### src/rtl/rf_read_arbiter_pkg.sv
// Shared types and default sizing for the register-file read arbiter.
// Imported by the interface, the round-robin picker and the top.
package rf_read_arbiter_pkg;

    localparam int DEF_NREQ = 4;
    localparam int DEF_DW   = 32;
    localparam int DEF_AW   = 4;

    typedef enum logic [1:0] {
        IDLE,
        READ,
        RESP
    } state_e;

endpackage

### src/rtl/rf_read_arbiter_if.sv
// Request/response/mux bundle between requesters and the read arbiter.
// master = requester/mux side, slave = arbiter side.
interface rf_read_arbiter_if
    import rf_read_arbiter_pkg::*;
#(
    parameter int NREQ = DEF_NREQ,
    parameter int DW   = DEF_DW,
    parameter int AW   = DEF_AW
) ();

    logic [NREQ-1:0]    req_valid;
    logic [NREQ*AW-1:0] req_addr;
    logic [NREQ-1:0]    req_ready;
    logic [AW-1:0]      mux_select;
    logic [DW-1:0]      mux_data;
    logic [NREQ-1:0]    rsp_valid;
    logic [NREQ-1:0]    rsp_ready;
    logic [DW-1:0]      rsp_data;

    modport master (
        output req_valid, req_addr, mux_data, rsp_ready,
        input  req_ready, mux_select, rsp_valid, rsp_data
    );

    modport slave (
        input  req_valid, req_addr, mux_data, rsp_ready,
        output req_ready, mux_select, rsp_valid, rsp_data
    );

endinterface

### src/rtl/rf_read_arbiter_rr_arbiter.sv
// Combinational round-robin picker: first set request at or after ptr.
// Returns one-hot grant, its index, and whether anything was picked.
module rr_arbiter
    import rf_read_arbiter_pkg::*;
#(
    parameter int NREQ = DEF_NREQ,
    parameter int IW   = 2
) (
    input  logic [NREQ-1:0] req,
    input  logic [IW-1:0]   ptr,
    output logic [NREQ-1:0] grant,
    output logic [IW-1:0]   grant_idx,
    output logic            any_grant
);

    localparam int SW = IW + 1;

    logic [SW-1:0] sum;
    logic [IW-1:0] idx;

    always_comb begin
        grant     = '0;
        grant_idx = '0;
        any_grant = 1'b0;
        sum       = '0;
        idx       = '0;
        for (int k = 0; k < NREQ; k++) begin
            // wrap ptr+k back into 0..NREQ-1 without a modulo
            sum = {1'b0, ptr} + SW'(k);
            if (sum >= SW'(NREQ)) begin
                sum = sum - SW'(NREQ);
            end
            idx = sum[IW-1:0];
            if (!any_grant && req[idx]) begin
                any_grant  = 1'b1;
                grant[idx] = 1'b1;
                grant_idx  = idx;
            end
        end
    end

endmodule

### src/rtl/rf_read_arbiter.sv
// Round-robin arbiter sharing one register-file read mux among NREQ requesters.
// Accept -> READ (mux settles on sel_q) -> RESP (registered data, held until ack).
module rf_read_arbiter
    import rf_read_arbiter_pkg::*;
#(
    parameter int NREQ = DEF_NREQ,
    parameter int DW   = DEF_DW,
    parameter int AW   = DEF_AW
) (
    input  logic               clk,
    input  logic               rst,
    rf_read_arbiter_if.slave   bus
);

    localparam int IW = (NREQ > 1) ? $clog2(NREQ) : 1;

    state_e          state_q, state_d;
    logic [IW-1:0]   rr_ptr_q, rr_ptr_d;
    logic [IW-1:0]   gnt_q, gnt_d;
    logic [AW-1:0]   sel_q, sel_d;
    logic [DW-1:0]   rsp_data_q, rsp_data_d;
    logic [NREQ-1:0] rsp_valid_q, rsp_valid_d;

    logic [NREQ-1:0] arb_grant;
    logic [IW-1:0]   arb_idx;
    logic            arb_any;
    logic            accept_en;

    rr_arbiter #(
        .NREQ (NREQ),
        .IW   (IW)
    ) u_rr (
        .req       (bus.req_valid),
        .ptr       (rr_ptr_q),
        .grant     (arb_grant),
        .grant_idx (arb_idx),
        .any_grant (arb_any)
    );

    // no ready during reset: nothing can be accepted on a reset edge
    assign accept_en      = (state_q == IDLE) && !rst;
    assign bus.req_ready  = accept_en ? arb_grant : '0;
    assign bus.mux_select = sel_q;
    assign bus.rsp_valid  = rsp_valid_q;
    assign bus.rsp_data   = rsp_data_q;

    always_comb begin
        state_d     = state_q;
        rr_ptr_d    = rr_ptr_q;
        gnt_d       = gnt_q;
        sel_d       = sel_q;
        rsp_data_d  = rsp_data_q;
        rsp_valid_d = rsp_valid_q;
        unique case (state_q)
            IDLE: begin
                if (arb_any) begin
                    state_d = READ;
                    gnt_d   = arb_idx;
                    for (int i = 0; i < NREQ; i++) begin
                        if (arb_idx == IW'(i)) begin
                            sel_d = bus.req_addr[i*AW +: AW];
                        end
                    end
                end
            end
            READ: begin
                state_d     = RESP;
                rsp_data_d  = bus.mux_data;
                rsp_valid_d = NREQ'(1) << gnt_q;
            end
            RESP: begin
                if (bus.rsp_ready[gnt_q]) begin
                    state_d     = IDLE;
                    rsp_valid_d = '0;
                    rr_ptr_d    = (gnt_q == IW'(NREQ - 1))
                                ? '0 : gnt_q + IW'(1);
                end
            end
            default: begin
                state_d     = IDLE;
                rsp_valid_d = '0;
            end
        endcase
    end

    always_ff @(posedge clk) begin
        if (rst) begin
            state_q     <= IDLE;
            rr_ptr_q    <= '0;
            gnt_q       <= '0;
            sel_q       <= '0;
            rsp_data_q  <= '0;
            rsp_valid_q <= '0;
        end else begin
            state_q     <= state_d;
            rr_ptr_q    <= rr_ptr_d;
            gnt_q       <= gnt_d;
            sel_q       <= sel_d;
            rsp_data_q  <= rsp_data_d;
            rsp_valid_q <= rsp_valid_d;
        end
    end

endmodule

### src/flat_wrapper.sv
// flat-port wrapper written by rule: the top's interface ports become plain ports
module rf_read_arbiter_flat import rf_read_arbiter_pkg::*;
#(
    parameter int NREQ = DEF_NREQ,
    parameter int DW   = DEF_DW,
    parameter int AW   = DEF_AW
)
  (clk, rst, bus_req_valid, bus_req_addr, bus_mux_data, bus_rsp_ready, bus_req_ready, bus_mux_select, bus_rsp_valid, bus_rsp_data);
  rf_read_arbiter_if #(.NREQ(NREQ), .DW(DW), .AW(AW)) bus_i ();
  input  logic clk;
  input  logic rst;
  input wire logic [$bits(bus_i.req_valid)-1:0] bus_req_valid;
  input wire logic [$bits(bus_i.req_addr)-1:0] bus_req_addr;
  input wire logic [$bits(bus_i.mux_data)-1:0] bus_mux_data;
  input wire logic [$bits(bus_i.rsp_ready)-1:0] bus_rsp_ready;
  output wire logic [$bits(bus_i.req_ready)-1:0] bus_req_ready;
  output wire logic [$bits(bus_i.mux_select)-1:0] bus_mux_select;
  output wire logic [$bits(bus_i.rsp_valid)-1:0] bus_rsp_valid;
  output wire logic [$bits(bus_i.rsp_data)-1:0] bus_rsp_data;
  assign bus_i.req_valid = bus_req_valid;
  assign bus_i.req_addr = bus_req_addr;
  assign bus_i.mux_data = bus_mux_data;
  assign bus_i.rsp_ready = bus_rsp_ready;
  assign bus_req_ready = bus_i.req_ready;
  assign bus_mux_select = bus_i.mux_select;
  assign bus_rsp_valid = bus_i.rsp_valid;
  assign bus_rsp_data = bus_i.rsp_data;
  rf_read_arbiter #(.NREQ(NREQ), .DW(DW), .AW(AW)) u_core (.clk(clk), .rst(rst), .bus(bus_i));
endmodule
### config.mk
export PLATFORM = sky130hd
export DESIGN_NAME = rf_read_arbiter_flat
export DESIGN_NICKNAME = d
export VERILOG_FILES = /design/src/rtl/rf_read_arbiter_pkg.sv /design/src/rtl/rf_read_arbiter_if.sv /design/src/rtl/rf_read_arbiter_rr_arbiter.sv /design/src/rtl/rf_read_arbiter.sv /design/src/flat_wrapper.sv
export SDC_FILE = /design/constraint.sdc
export NUM_CORES = 1
export LEC_CHECK = 0
export ABC_AREA = 1
export CAP_MARGIN = 5
export CORE_UTILIZATION = 43
export DETAILED_ROUTE_END_ITERATION = 10
export GPL_TIMING_DRIVEN = 1
export PLACE_DENSITY_LB_ADDON = 0.12
export SYNTH_ARGS = -nofsm -noshare
export SYNTH_HDL_FRONTEND = slang
export SYNTH_SLANG_ARGS = --single-unit
export TNS_END_PERCENT = 100
### constraint.sdc
create_clock -name clk -period 2.6 [get_ports clk]
set_clock_uncertainty 0.2 [all_clocks]
set_input_delay 0.52 -clock clk [delete_from_list [all_inputs] [get_ports clk]]
set_output_delay 0.52 -clock clk [all_outputs]
set_load 0.02 [all_outputs]
---- Word level (Yosys, flattened, before mapping) ----
Index checks and enable logic that the tools add are counted.
word-level totals
  bits in registers ....................... 46
  input port bits ......................... 58
operators by class
  add/subtract/negate cells ............... 8
  order comparisons ....................... 13
  equal/unequal tests ..................... 8
  shifts and indexed selects .............. 1
  muxes and demuxes ....................... 45
  bitwise operators ....................... 4
  reduce and logical (&&, ||, !) cells .... 20
operators by type and width
  cell                                                                number
  2-to-1 mux 4 bit                                                    10
  2-to-1 mux 2 bit                                                    11
  < comparator 2 x 3 -> 1 bit (second input constant)                 5
  2-to-1 mux 1 bit                                                    13
  OR 4 bit                                                            3
  case mux 4 bit (3 select lines)                                     1
  binary-select mux 1 bit (select 2 bit)                              5
  greater-or-equal comparator 3 bit (second input constant)           3
  demux 1 bit (select 2 bit)                                          4
  == test 2 bit (second input constant)                               4
  greater-or-equal comparator 2 x 1 -> 1 bit (second input constant)  4
  logical AND 1 bit                                                   8
  AND reduction 2 bit                                                 4
  subtractor 2 x 1 -> 2 bit (second input constant)                   4
  adder 2 x 2 -> 3 bit (second input constant)                        2
  case mux 2 bit (3 select lines)                                     1
  == test 2 x 1 -> 1 bit (second input constant)                      2
  zero test 1 bit                                                     4
  zero test 2 bit                                                     2
  inequality test 2 x 1 -> 1 bit (second input constant)              2
  nonzero test 4 bit                                                  1
  left shift 1 x 2 -> 4 bit (first input constant)                    1
  adder 2 x 1 -> 3 bit (second input constant)                        1
  greater-or-equal comparator 2 x 3 -> 1 bit (second input constant)  1
  other kinds (3)                                                     3

---- Longest topological paths before layout ----
Gate-level depths: netlist of the first run.
  depth in word-level cells ............... 19
  gate-level depth with buffers ........... 16
  gate-level depth less buffers ........... 14

---- By module ----
Synthesis of the first run repeated with hierarchy kept, for this count alone.
second synthesis, totals
  cells, all modules ...................... 323
  area, all modules ....................... 2311.0 µm²
by module, submodules not included
  module           instances  cells an instance  area an instance (µm²)  sequential area each (µm²)
  rf_read_arbiter  1          249                1870.5                  920.9
  rr_arbiter       1          74                 440.4                   0.0

---- Worst setup path before layout of the first run ----
No wires, ideal clock.
  path kind ............................... reg2out
  start ................................... register u_core.rr_ptr_q[0]
  end ..................................... output port bus_req_ready[1]
  arrival time ............................ 1.886 ns
  data required time ...................... 1.880 ns
  setup slack ............................. -0.006 ns
  cell stages (with the launch flop) ...... 14
  path through ............................ dfxtp_1 -> buf_6 -> inv_6 -> buf_12 -> ha_1 -> inv_1 -> nand3_1 -> nand2_2 -> nand3_2 -> inv_1 -> nand2_1 -> nor2_1 -> o21ai_0 -> inv_1
between the ends
  cells in the longest elaborated chain, start to end .. 15
  elaborated cells between the ends (all ways) .. 60
RTL lines
  item                                                           line                              RTL
  from (decl)                                                    rf_read_arbiter.sv:18             logic [IW-1:0] rr_ptr_q, rr_ptr_d;
  from (signal assigned)                                         rf_read_arbiter.sv:96             rr_ptr_q <= rr_ptr_d;
  branches (longest 13 deep; another with adder 2 x 1 -> 3 bit)  -
  2-to-1 mux 4 bit (*)                                           rf_read_arbiter_rr_arbiter.sv:34  if (!any_grant && req[idx]) begin
  2-to-1 mux 4 bit (*)                                           rf_read_arbiter.sv:42             assign bus.req_ready = accept_en ? arb_grant : '0;
  to (decl)                                                      flat_wrapper.sv:16                output wire logic [$bits(bus_i.req_ready)-1:0] bus_req_ready;
Every way passes the cells marked *. The select of a mux whose other input is x is not followed.

---- Worst setup path after layout of the first run ----
  start ................................... register u_core.rr_ptr_q[0]
  end ..................................... output port bus_req_ready[2]
The elaborated chain is that of the path after synthesis.

==> metrics.md, run 1 <==
| Metric | Value |
|---|---|
| Max_slew headroom | `0.760` |
| Worst Tran Pin Value | `360 ps` |
| IO buf count | `101` |
| Detailed-route via count | `~2,700` |
| Share of cells above drive strength 1 | `0.205` |
| Top-area cell type share of the netlist area | `0.371` |
| Syn avg cell area | `7.08 sq um` |
| Synth warnings | `0` |
| RSZ-0062 raised after global routing | `true` |
| Post-synth EDFFs | `0` |
| Maximum VDD drop | `0.482 mV` |
| GRT Total Usage | `0.220` |
| Vias in the first global route | `roughly 2,500` |
| Die area | `~6100 sq um` |
| Initial DRC count | `about 120` |
| Yosys cell types | `29` |
| H-tree depth | `2` |
| Top cell type by total area after synthesis | `dfxtp_1` |
| Cells after Synth | `about 350` |
| Antenna violations before repair | `0` |
| Synthesis-stage register bit count | `between 40 and 50` |
| Worst R2R End | `u_core.bus.mux_select[1]` |
| Die width | `78.0 um` |
| Critical path arrival | `1810 ps` |
| PwrDens | `717 nW/um^2` |
| Hold Path Depth | `2` |
| Final HPWL DP | `4870 um` |
| Worst-skew pair later-pin latency | `roughly 300 ps` |
| Hold Path End | `u_core.bus.rsp_valid[2]` |
| Synthesis-to-finish area growth | `62.2%` |
| Post-synthesis async set-or-reset flop share | `0` |
| Crit Path Class | `flop to primary output` |
| Synth Net Count | `420` |
| Worst setup EP type | `primary output` |
| Synth Cell Area | `2480 sq um` |
| Tightest Hold Check Type | `flop to flop` |
| Final hold viol count | `0` |
| Commonest non-fill, non-tap cell in the layout | `clkdlybuf4s50_1` |
| Final RePlAce weighted congestion | `approximately 0.9` |
| Via density | `4.87` |
| Leading post-synthesis cells by cell area | `dfxtp_1, nor2_1, o21ai_0` |
| Initial Util | `0.449` |
| Most frequent cells in the layout | `clkdlybuf4s50_1, nor2_1, nand2_1` |
| WL per Instance | `roughly 12 um` |
| R2r worst-path depth | `15` |
| Post-Route WL | `roughly 6900 um` |
| Gr ovfl total | `0` |
| Worst R2R Start | `u_core.rr_ptr_q[0]` |
| DRC | `0` |
| First-pass DRT Iterations | `4` |
| Final Slew Violations | `0` |
| CTS root buf | `clkbuf_8` |
| Final setup margin | `about 65 ps` |
| Status | `finished clean` |
| First-pass GRT wire length | `10,900 um` |
| Non-filler cells, final | `around 560` |
| Final ANT Viol Nets | `0` |
| Antenna Cells | `0` |
| CTS buffer count | `5` |
| Clock period minus worst slack | `2530 ps` |
| Hold_sp | `u_core.bus.rsp_valid[2]` |
| Die height | `78.0 um` |
| Clk buf depth | `2` |
| Worst slack at placement | `-617 ps` |
| CP startpoint kind | `flop` |
| LEAKAGE | `1.84 nW` |
| Dpl cells | `538` |
| CP max FO | `4` |
| Max-Cap Viols | `0` |
| Clk slew on worst S/H paths | `~80 ps` |
| Pin count of the biggest net entering global routing | `37` |
| CTS tree | `done` |
| Fin Hold WS | `266 ps` |
| Final setup fails | `0` |
| Fmax | `slightly below 0.4 GHz` |
| Sequential share of the synthesized area | `0.371` |
| Critical Path RT | `1880 ps` |
| Core area | `around 5500 sq um` |
| Dominant synthesized flop cell | `dfxtp_1` |
| Net count reported at finish | `between 500 and 600` |
| R2r setup slk | `320 ps` |
| Tcrit/Tclk final | `0.975` |
| Clk sinks | `46` |
| I/O pins | `approximately 100` |
| Number of core rows | `27` |
==> cell usage after synthesis (2+ instances only) <==
| cell | n |
|---|---|
| nand2_4 | 3 |
| clkbuf_1 | 10 |
| nand3_2 | 5 |
| ha_1 | 11 |
| dfxtp_1 | 46 |
| nor2_4 | 2 |
| nand2_1 | 55 |
| a22oi_1 | 4 |
| a21oi_2 | 5 |
| inv_2 | 2 |
| nand3_1 | 20 |
| inv_1 | 32 |
| o21ai_1 | 3 |
| nor2_1 | 72 |
| o21ai_0 | 45 |
| nand4_1 | 2 |
| a21oi_1 | 11 |
| nand2_2 | 12 |
==> worst max-delay path: stages, from the launching register on <==
cell and delay (ps):
dfxtp_4 380, inv_6 50, ha_4 300, nand3_4 80
nand2_4 100, nand3_2 110, inv_2 100, nand2_2 60
nor2_1 100, o21ai_1 60, inv_1 60, buf_6 110
==> worst max path at each step <==
stage | start | endpoint | slack, ps
4_1_cts | u_core.rr_ptr_q[0] | bus_req_ready[2] | 2
5_1_grt | u_core.rr_ptr_q[0] | bus_req_ready[3] | -50
3_3_place_gp | bus_req_valid[3] | bus_req_ready[1] | -560
6_report | u_core.rr_ptr_q[0] | bus_req_ready[2] | 70
3_5_place_dp | bus_req_valid[3] | bus_req_ready[1] | -620
2_1_floorplan | u_core.rr_ptr_q[0] | bus_req_ready[1] | 40
==> state kept, by name, summed over array words and instances (netlist names) <==
register,flops
u_core.bus.rsp_data,32
u_core.gnt_q,2
u_core.rr_ptr_q,2
u_core.bus.mux_select,4
u_core.bus.rsp_valid,4
u_core.state_q,2
==> timing repair <==
item / CTS / global route
endpoints found under the setup margin: 4 / 4
pin swaps: 4 / 13
gates cloned: 0 / 1
buffers inserted: 2 / 7
hold buffers: 0 / 0
gates resized for setup: 30 / 32
==> logic make-up after synthesis <==
| family | share of synthesized area |
|---|---|
| adder cells (fa/ha/maj) | 0.0554 |
| flip-flops | 0.371 |
| AO/OA/AOI/OAI | 0.156 |
| buffers and inverters | 0.0851 |
| AND/OR/NAND/NOR | 0.333 |
==> layout make-up <==
cell class                 count  area (sq um)
tap                           72          90.1
multi-input combinational    257          1440
clock inverter                 3          43.8
timing repair buffer         137          1320
sequential                    46           926
inverter                      36           145
clock buffer                   5          68.8
fill                         472          1510
==> power breakdown <==
group / switching (W) / total (W) / internal, W / leakage (nW)
clock network: 0.000249 / 0.000538 / 0.000288 / 0.0585
logic: 0.000779 / 0.00144 / 0.000657 / 1.40
registers: 0.0000748 / 0.000917 / 0.000842 / 0.380
==> per-layer routing <==
metal | track usage | share of wire | vias to the layer above | routed length, um
li1 | - | - | 1389 | -
met2 | 0.393 | 0.50 | 64 | 3450
met4 | 0.0630 | 0.011 | 0 | 78
met5 | 0 | 0 | - | 0
met1 | 0.268 | 0.43 | 1245 | 2960
met3 | 0.0442 | 0.052 | 7 | 355
==> metrics by stage <==
step           power [W]  setup TNS [ps]  area, sq um  utilization
2_1_floorplan    0.00169               0         2490            -
3_3_place_gp     0.00223           -2140         3720        0.671
3_5_place_dp     0.00225           -2470         3720        0.671
4_1_cts          0.00282               0         3850        0.695
5_1_grt          0.00307            -142         4030        0.727
6_report         0.00289               0         4030        0.727
Note: power is estimated with default switching activity, not from simulation.
==> inputs of run 2 (changes only) <==
==> constraint.sdc (replaced) <==
create_clock -name clk -period 2.6 [get_ports clk]
set_clock_uncertainty 0.2 [all_clocks]
set_input_delay 0.52 -clock clk [delete_from_list [all_inputs] [get_ports clk]]
set_output_delay 0.52 -clock clk [all_outputs]
set_load 0.1 [all_outputs]
==> run 2 against run 1 <==
  * The flow now finishes with violations (negative setup slack)
  * Utilization shrank 0.11 points
  * Via count up 0.67%
  * Die area did not move
  * Total power rose by 23%
  * Register-to-register slack lost 40 ps
  * Sequential share of layout area is essentially flat
  * Setup slack got worse by 150 ps
  * Hold slack gained 8.9 ps
  * Clock power decreased by 16%
  * Final area down 0.16%
  * Non-clock buffer count grew 2
  * Clock-buffer cell count up 1
==> metrics.md, run 2 (synthesis gave the netlist of run 1 again) <==
| Metric | Value |
|---|---|
| Clk sinks | `between 40 and 50` |
| Detailed-route via count | `2,723` |
| Tcrit/Tclk final | `1.03` |
| CTS tree | `done` |
| Max-Cap Viols | `0` |
| LEAKAGE | `approximately 1.9 nW` |
| Commonest non-fill, non-tap cell in the layout | `buf_4` |
| Antenna violations before repair | `0` |
| Initial DRC count | `approximately 110` |
| Initial Util | `0.449` |
| CTS Hold Bufs | `0` |
| Critical Path End | `bus_req_ready[1]` |
| Area of the multi-input gates | `about 1500 sq um` |
| Final RePlAce weighted congestion | `slightly above 0.9` |
| Die area | `around 6000 sq um` |
| Via density | `between 4 and 5` |
| Final hold viol count | `0` |
| Final Slew Violations | `0` |
| First-pass DRT Iterations | `4` |
| CP max FO | `4` |
| Worst R2R Start | `u_core.rr_ptr_q[0]` |
| Setup Total Neg Slack | `-281 ps` |
| Worst R2R End | `u_core.bus.mux_select[1]` |
| GRT Total Usage | `0.235` |
| WL per Instance | `approximately 12 um` |
| CTS buffer count | `5` |
| Critical path arrival | `about 2000 ps` |
| Most frequent cells in the layout | `buf_4, nor2_1, clkdlybuf4s50_1` |
| DRC | `0` |
| Core area | `between 5000 and 6000 sq um` |
| Status | `finished, violations left` |
| Crit. Startpoint | `u_core.rr_ptr_q[0]` |
| Worst-skew pair later-pin latency | `around 290 ps` |
| CTS root buf | `clkbuf_8` |
| Post-Route WL | `between 6000 and 7000 um` |
| Storage element area | `925 sq um` |
| Number of core rows | `27` |
| Pin count of the biggest net entering global routing | `37` |
| RSZ-0062 raised after global routing | `true` |
| PwrDens | `between 800 and 900 nW/um^2` |
| Critical Path RT | `1880 ps` |
| Max_slew headroom | `0.632` |
| Core Util, Final | `0.726` |
| FILL cells | `approximately 450` |
| Worst setup EP type | `primary output` |
| Vias in the first global route | `around 2,600` |
| Final ANT Viol Nets | `0` |
| Final setup margin | `-89.3 ps` |
| Antenna Cells | `0` |
| Failing checks | `negative setup slack` |
| Worst Tran Pin Value | `~550 ps` |
| Max reg flops | `32` |
| Share of cells above drive strength 1 | `0.315` |
| Gr ovfl total | `0` |
| Final HPWL DP | `approximately 4900 um` |
| First-pass GRT wire length | `11,700 um` |
| CP max stage cell | `dfxtp_4` |
| Clock period minus worst slack | `2690 ps` |
| Crit Path Class | `flop to primary output` |
| Clk slew on worst S/H paths | `90 ps` |
| Fmax | `0.372 GHz` |
| Maximum VDD drop | `0.611 mV` |
| Die width | `78.0 um` |
| Die height | `78.0 um` |
| R2r setup slk | `~280 ps` |
| CP startpoint kind | `flop` |
| I/O pins | `slightly above 100` |
| CP Cell Sequence | `inv_8 > ha_4 > inv_4 > nand3_4 > nand2_4 > nand3_2 > inv_2 > nand2_4 > nor2_4 > o21ai_2 > inv_4 > buf_12` |
| Max stage delay on crit path | `410 ps` |
| Synthesis-to-finish area growth | `61.9%` |
| Final setup fails | `4` |
| H-tree depth | `2` |
| R2r worst-path depth | `17` |
| IO buf count | `slightly above 100` |
| Net count reported at finish | `about 550` |
| Tightest Hold Check Type | `flop to flop` |
| Clk buf depth | `2` |
-- run 2: cell types whose count changed in the layout (fill, tap and decap cells not counted), moves of 3 or more --
cell,delta
buf_4,+40
clkdlybuf4s50_1,-40
buf_12,+4
nand2_1,-4
o21ai_1,-4
o21ai_2,+4
inv_1,-3
inv_4,+3
nand2_4,+3
nor2_1,-3
-- run 2: repair_timing --
action | in CTS | in global routing
setup buffers | 7 | 2
endpoints found under the setup margin | 4 | 4
pin swaps | 14 | 10
resized for setup | 27 | 13
-- run 2: worst min-delay path by stage --
stage | startpoint | endpoint | slack, ps | cells after the start
after floorplan | u_core.state_q[1] | u_core.state_q[1] | 310 | 2
after global placement | u_core.bus.rsp_valid[2] | u_core.bus.rsp_valid[2] | 250 | 2
after detailed placement | u_core.bus.rsp_valid[3] | u_core.bus.rsp_valid[3] | 260 | 2
after CTS | u_core.bus.rsp_valid[3] | u_core.bus.rsp_valid[3] | 280 | 2
after global routing | u_core.bus.rsp_valid[1] | u_core.bus.rsp_valid[1] | 300 | 2
final | u_core.bus.rsp_valid[2] | u_core.bus.rsp_valid[2] | 270 | 2
-- run 2: cell type report --
type	count	area share
multi-input cells	257	0.371
repair buffers	139	0.314
flip-flops and latches	46	0.230
inverters	36	0.0395
well taps	72	0.0224
clock buffers	6	0.0205
clock inverters	2	0.00311
-- run 2: worst max-delay path, delay by kind of cell, from the launching register on --
kind | cells | cell delay, ps
compound gates | 1 | 90
fa+ha+maj | 1 | 240
buf+inv | 5 | 490
flops | 1 | 410
simple gates | 5 | 430
-- run 2: routing by layer --
metal,vias to the layer above,wire length [um],GRT usage
met5,-,0,0
met4,0,56,0.0389
met3,8,443,0.0512
met2,80,3320,0.401
met1,1239,3060,0.309
li1,1396,-,-
-- run 2: where the power goes --
part | internal [W] | total, W | switching (W)
registers | 0.000842 | 0.000921 | 0.0000790
logic | 0.000637 | 0.00219 | 0.00155
clock network | 0.000214 | 0.000451 | 0.000237
total | 0.00169 | 0.00356 | 0.00187
-- run 2: per-stage QoR --
step / power [W] / worst slack, ps / hold slack [ps] / instances / cell area (sq um)
after floorplan: 0.00246 / -10.6 / 307 / 351 / 2520
after global placement: 0.00300 / -228 / 252 / 541 / 3730
after detailed placement: 0.00302 / -306 / 261 / 541 / 3730
after CTS: 0.00353 / -81.3 / 277 / 556 / 3960
after global routing: 0.00376 / -191 / 302 / 558 / 4020
final: 0.00356 / -89.3 / 275 / 558 / 4020
==> inputs of run 3 (changes only) <==
- ABC_AREA: 1 -> not set
- CORE_UTILIZATION: 43 -> 42
==> run 3 against run 2 <==
  * The flow still finishes with violations (negative setup slack)
  * Clock power is 5.1% lower
  * Setup slack worse by 340 ps
  * Utilization is 1.9 points lower
  * Combinational power is 55% lower
  * Non-clock buffer count is 11 lower
  * Via count is 15% lower
  * Largest power group unchanged
  * Highest routed layer unchanged
==> metrics.md, run 3 <==
| Metric | Value |
|---|---|
| Initial DRC count | `roughly 130` |
| Max_slew headroom | `0.683` |
| Net count reported at finish | `460` |
| Post-synthesis async set-or-reset flop share | `0` |
| DRC | `0` |
| Final setup fails | `4` |
| Syn avg cell area | `around 8.4 sq um` |
| Crit. Startpoint | `u_core.rr_ptr_q[1]` |
| Commonest non-fill, non-tap cell in the layout | `nand2_1` |
| Final hold viol count | `0` |
| Cells after Synth | `between 200 and 300` |
| Critical Path RT | `about 1900 ps` |
| Final Slew Violations | `0` |
| Worst slack at placement | `-598 ps` |
| Synth Cell Area | `roughly 2300 sq um` |
| Core area | `around 5200 sq um` |
| CTS root buf | `clkbuf_8` |
| Antenna Cells | `0` |
| Initial Util | `0.444` |
| Most frequent cells in the layout | `nand2_1, buf_4, clkdlybuf4s50_1` |
| Crit Path Class | `flop to primary output` |
| Clock period minus worst slack | `approximately 3000 ps` |
| Via density | `just over 5` |
| Critical path arrival | `2310 ps` |
| Status | `finished, violations left` |
| Vias in the first global route | `2,126` |
| CP Cell Sequence | `inv_2 > ha_4 > or3b_4 > a211o_1 > a31oi_4 > a2bb2oi_2 > a21oi_4 > buf_12` |
| Share of cells above drive strength 1 | `0.268` |
| Final setup margin | `-434 ps` |
| Dpl cells | `between 400 and 500` |
| Maximum VDD drop | `roughly 0.31 mV` |
| Synth cell count leaders | `nand2_1, dfxtp_1, a21oi_1` |
| Setup Total Neg Slack | `-1700 ps` |
| IO buf count | `slightly above 100` |
| Gr ovfl total | `0` |
| Top-area cell type share of the netlist area | `0.399` |
| Post-Route WL | `5970 um` |
| R2r setup slk | `200 ps` |
| Synth Net Count | `345` |
| Final RePlAce weighted congestion | `around 0.76` |
| Max-Cap Viols | `0` |
| Top-count cell post-synth | `nand2_1` |
| I/O pins | `around 100` |
| WL per Instance | `between 10 and 15 um` |
| Top cell type by total area after synthesis | `dfxtp_1` |
| CTS tree | `done` |
| Critical Path End | `bus_req_ready[2]` |
| First-pass GRT wire length | `a little under 10,000 um` |
| Worst Tran Pin Value | `approximately 470 ps` |
| CTS buffer count | `5` |
| Failing checks | `negative setup slack` |
| RSZ-0062 raised after global routing | `true` |
| Die area | `slightly below 6000 sq um` |
| PwrDens | `between 600 and 700 nW/um^2` |
| Worst R2R Start | `u_core.rr_ptr_q[0]` |
| Number of core rows | `26` |
| FILL cells | `approximately 450` |
| Post-synth EDFFs | `0` |
| Sequential share of the synthesized area | `0.399` |
| Non-filler cells, final | `between 400 and 500` |
| R2r worst-path depth | `9` |
| Antenna violations before repair | `0` |
| Synthesis-stage register bit count | `46` |
| Die height | `about 76 um` |
| Clk buf depth | `2` |
| Tightest Hold Check Type | `flop to flop` |
| Clk slew on worst S/H paths | `~90 ps` |
| Pin count of the biggest net entering global routing | `47` |
| CP startpoint kind | `flop` |
| LEAKAGE | `1.51 nW` |
| CTS Hold Bufs | `0` |
| Max reg flops | `32` |
| Worst setup EP type | `primary output` |
| First-pass DRT Iterations | `4` |
| Synthesis-to-finish area growth | `59.3%` |
| Synth warnings | `0` |
| Tcrit/Tclk final | `1.17` |
| Yosys cell types | `40` |
| Fmax | `0.330 GHz` |
| Max stage delay on crit path | `roughly 370 ps` |
| CP max FO | `4` |
| Worst R2R End | `u_core.bus.mux_select[3]` |
| Final ANT Viol Nets | `0` |
| GRT Total Usage | `0.203` |
| Die width | `about 76 um` |
| Worst-skew pair later-pin latency | `290 ps` |
| Clk sinks | `46` |
| Detailed-route via count | `2,323` |
| H-tree depth | `2` |
| CP max stage cell | `or3b_4` |
| Final HPWL DP | `roughly 4400 um` |
| Leading post-synthesis cells by cell area | `dfxtp_1, nand2_1, a21oi_1` |
| Dominant synthesized flop cell | `dfxtp_1` |
==> run 3: repair_timing <==
| item | CTS | global route |
|---|---|---|
| setup endpoints to repair | 4 | 4 |
| pin swaps | 6 | 3 |
| endpoints found under the hold margin | 0 | 0 |
| gates resized for setup | 7 | 1 |
| buffers inserted | 2 | 2 |
==> run 3: worst min-delay path by stage <==
stage	from	endpoint	slack (ps)	cells after the start
2_1_floorplan	u_core.gnt_q[1]	u_core.gnt_q[1]	330	2
3_3_place_gp	u_core.bus.rsp_data[11]	u_core.bus.rsp_data[11]	240	2
3_5_place_dp	u_core.bus.rsp_data[22]	u_core.bus.rsp_data[22]	250	2
4_1_cts	u_core.bus.rsp_data[22]	u_core.bus.rsp_data[22]	260	2
5_1_grt	u_core.bus.rsp_data[6]	u_core.bus.rsp_data[6]	270	2
6_report	u_core.bus.rsp_data[12]	u_core.bus.rsp_data[12]	260	2
==> run 3: cells by family (layout without fill, tap and decap cells) <==
| logic type | count (synthesis) | count (layout) | synth area share |
|---|---|---|---|
| fa+ha+maj | 11 | 11 | 0.0596 |
| compound gates | 70 | 70 | 0.196 |
| simple gates | 105 | 105 | 0.204 |
| flops | 46 | 46 | 0.399 |
| buf+inv | 26 | 142 | 0.0471 |
| mux | 18 | 18 | 0.0948 |
==> run 3: area by class of cell <==
type | count | area [sq um] | share of cell area
multi-input combinational | 204 | 1390 | 0.377
timing repair buffer | 128 | 1160 | 0.316
sequential | 46 | 926 | 0.252
tap | 70 | 87.6 | 0.0238
clock buffer | 6 | 72.6 | 0.0197
inverter | 6 | 30.0 | 0.00816
clock inverter | 2 | 13.8 | 0.00374
==> run 3: per-stage QoR <==
stage / total power (W) / hold WS, ps / area (sq um) / utilization
final: 0.00221 / 258 / 3680 / 0.707
after global routing: 0.00233 / 274 / 3680 / 0.707
after CTS: 0.00222 / 260 / 3660 / 0.703
after detailed placement: 0.00180 / 248 / 3560 / 0.684
after global placement: 0.00179 / 242 / 3560 / 0.684
after floorplan: 0.00151 / 325 / 2450 / -
==> run 3: power by group <==
| group | internal (W) | switching [W] |
|---|---|---|
| combinational | 0.000326 | 0.000652 |
| clock | 0.000190 | 0.000238 |
| sequential | 0.000766 | 0.0000416 |
==> run 3: worst max-delay path: cells and delay by family (launching register included) <==
kind,cells,cell delay [ps]
compound gates,4,820
simple gates,1,370
flops,1,340
fa+ha+maj,1,250
buf+inv,2,240
==> run 3: routing by layer <==
metal,GRT usage,routed length [um],up-vias
met5,0,0,-
met4,0.0346,17,0
met3,0.0599,420,4
met2,0.347,2820,74
met1,0.256,2710,1063
li1,-,-,1182
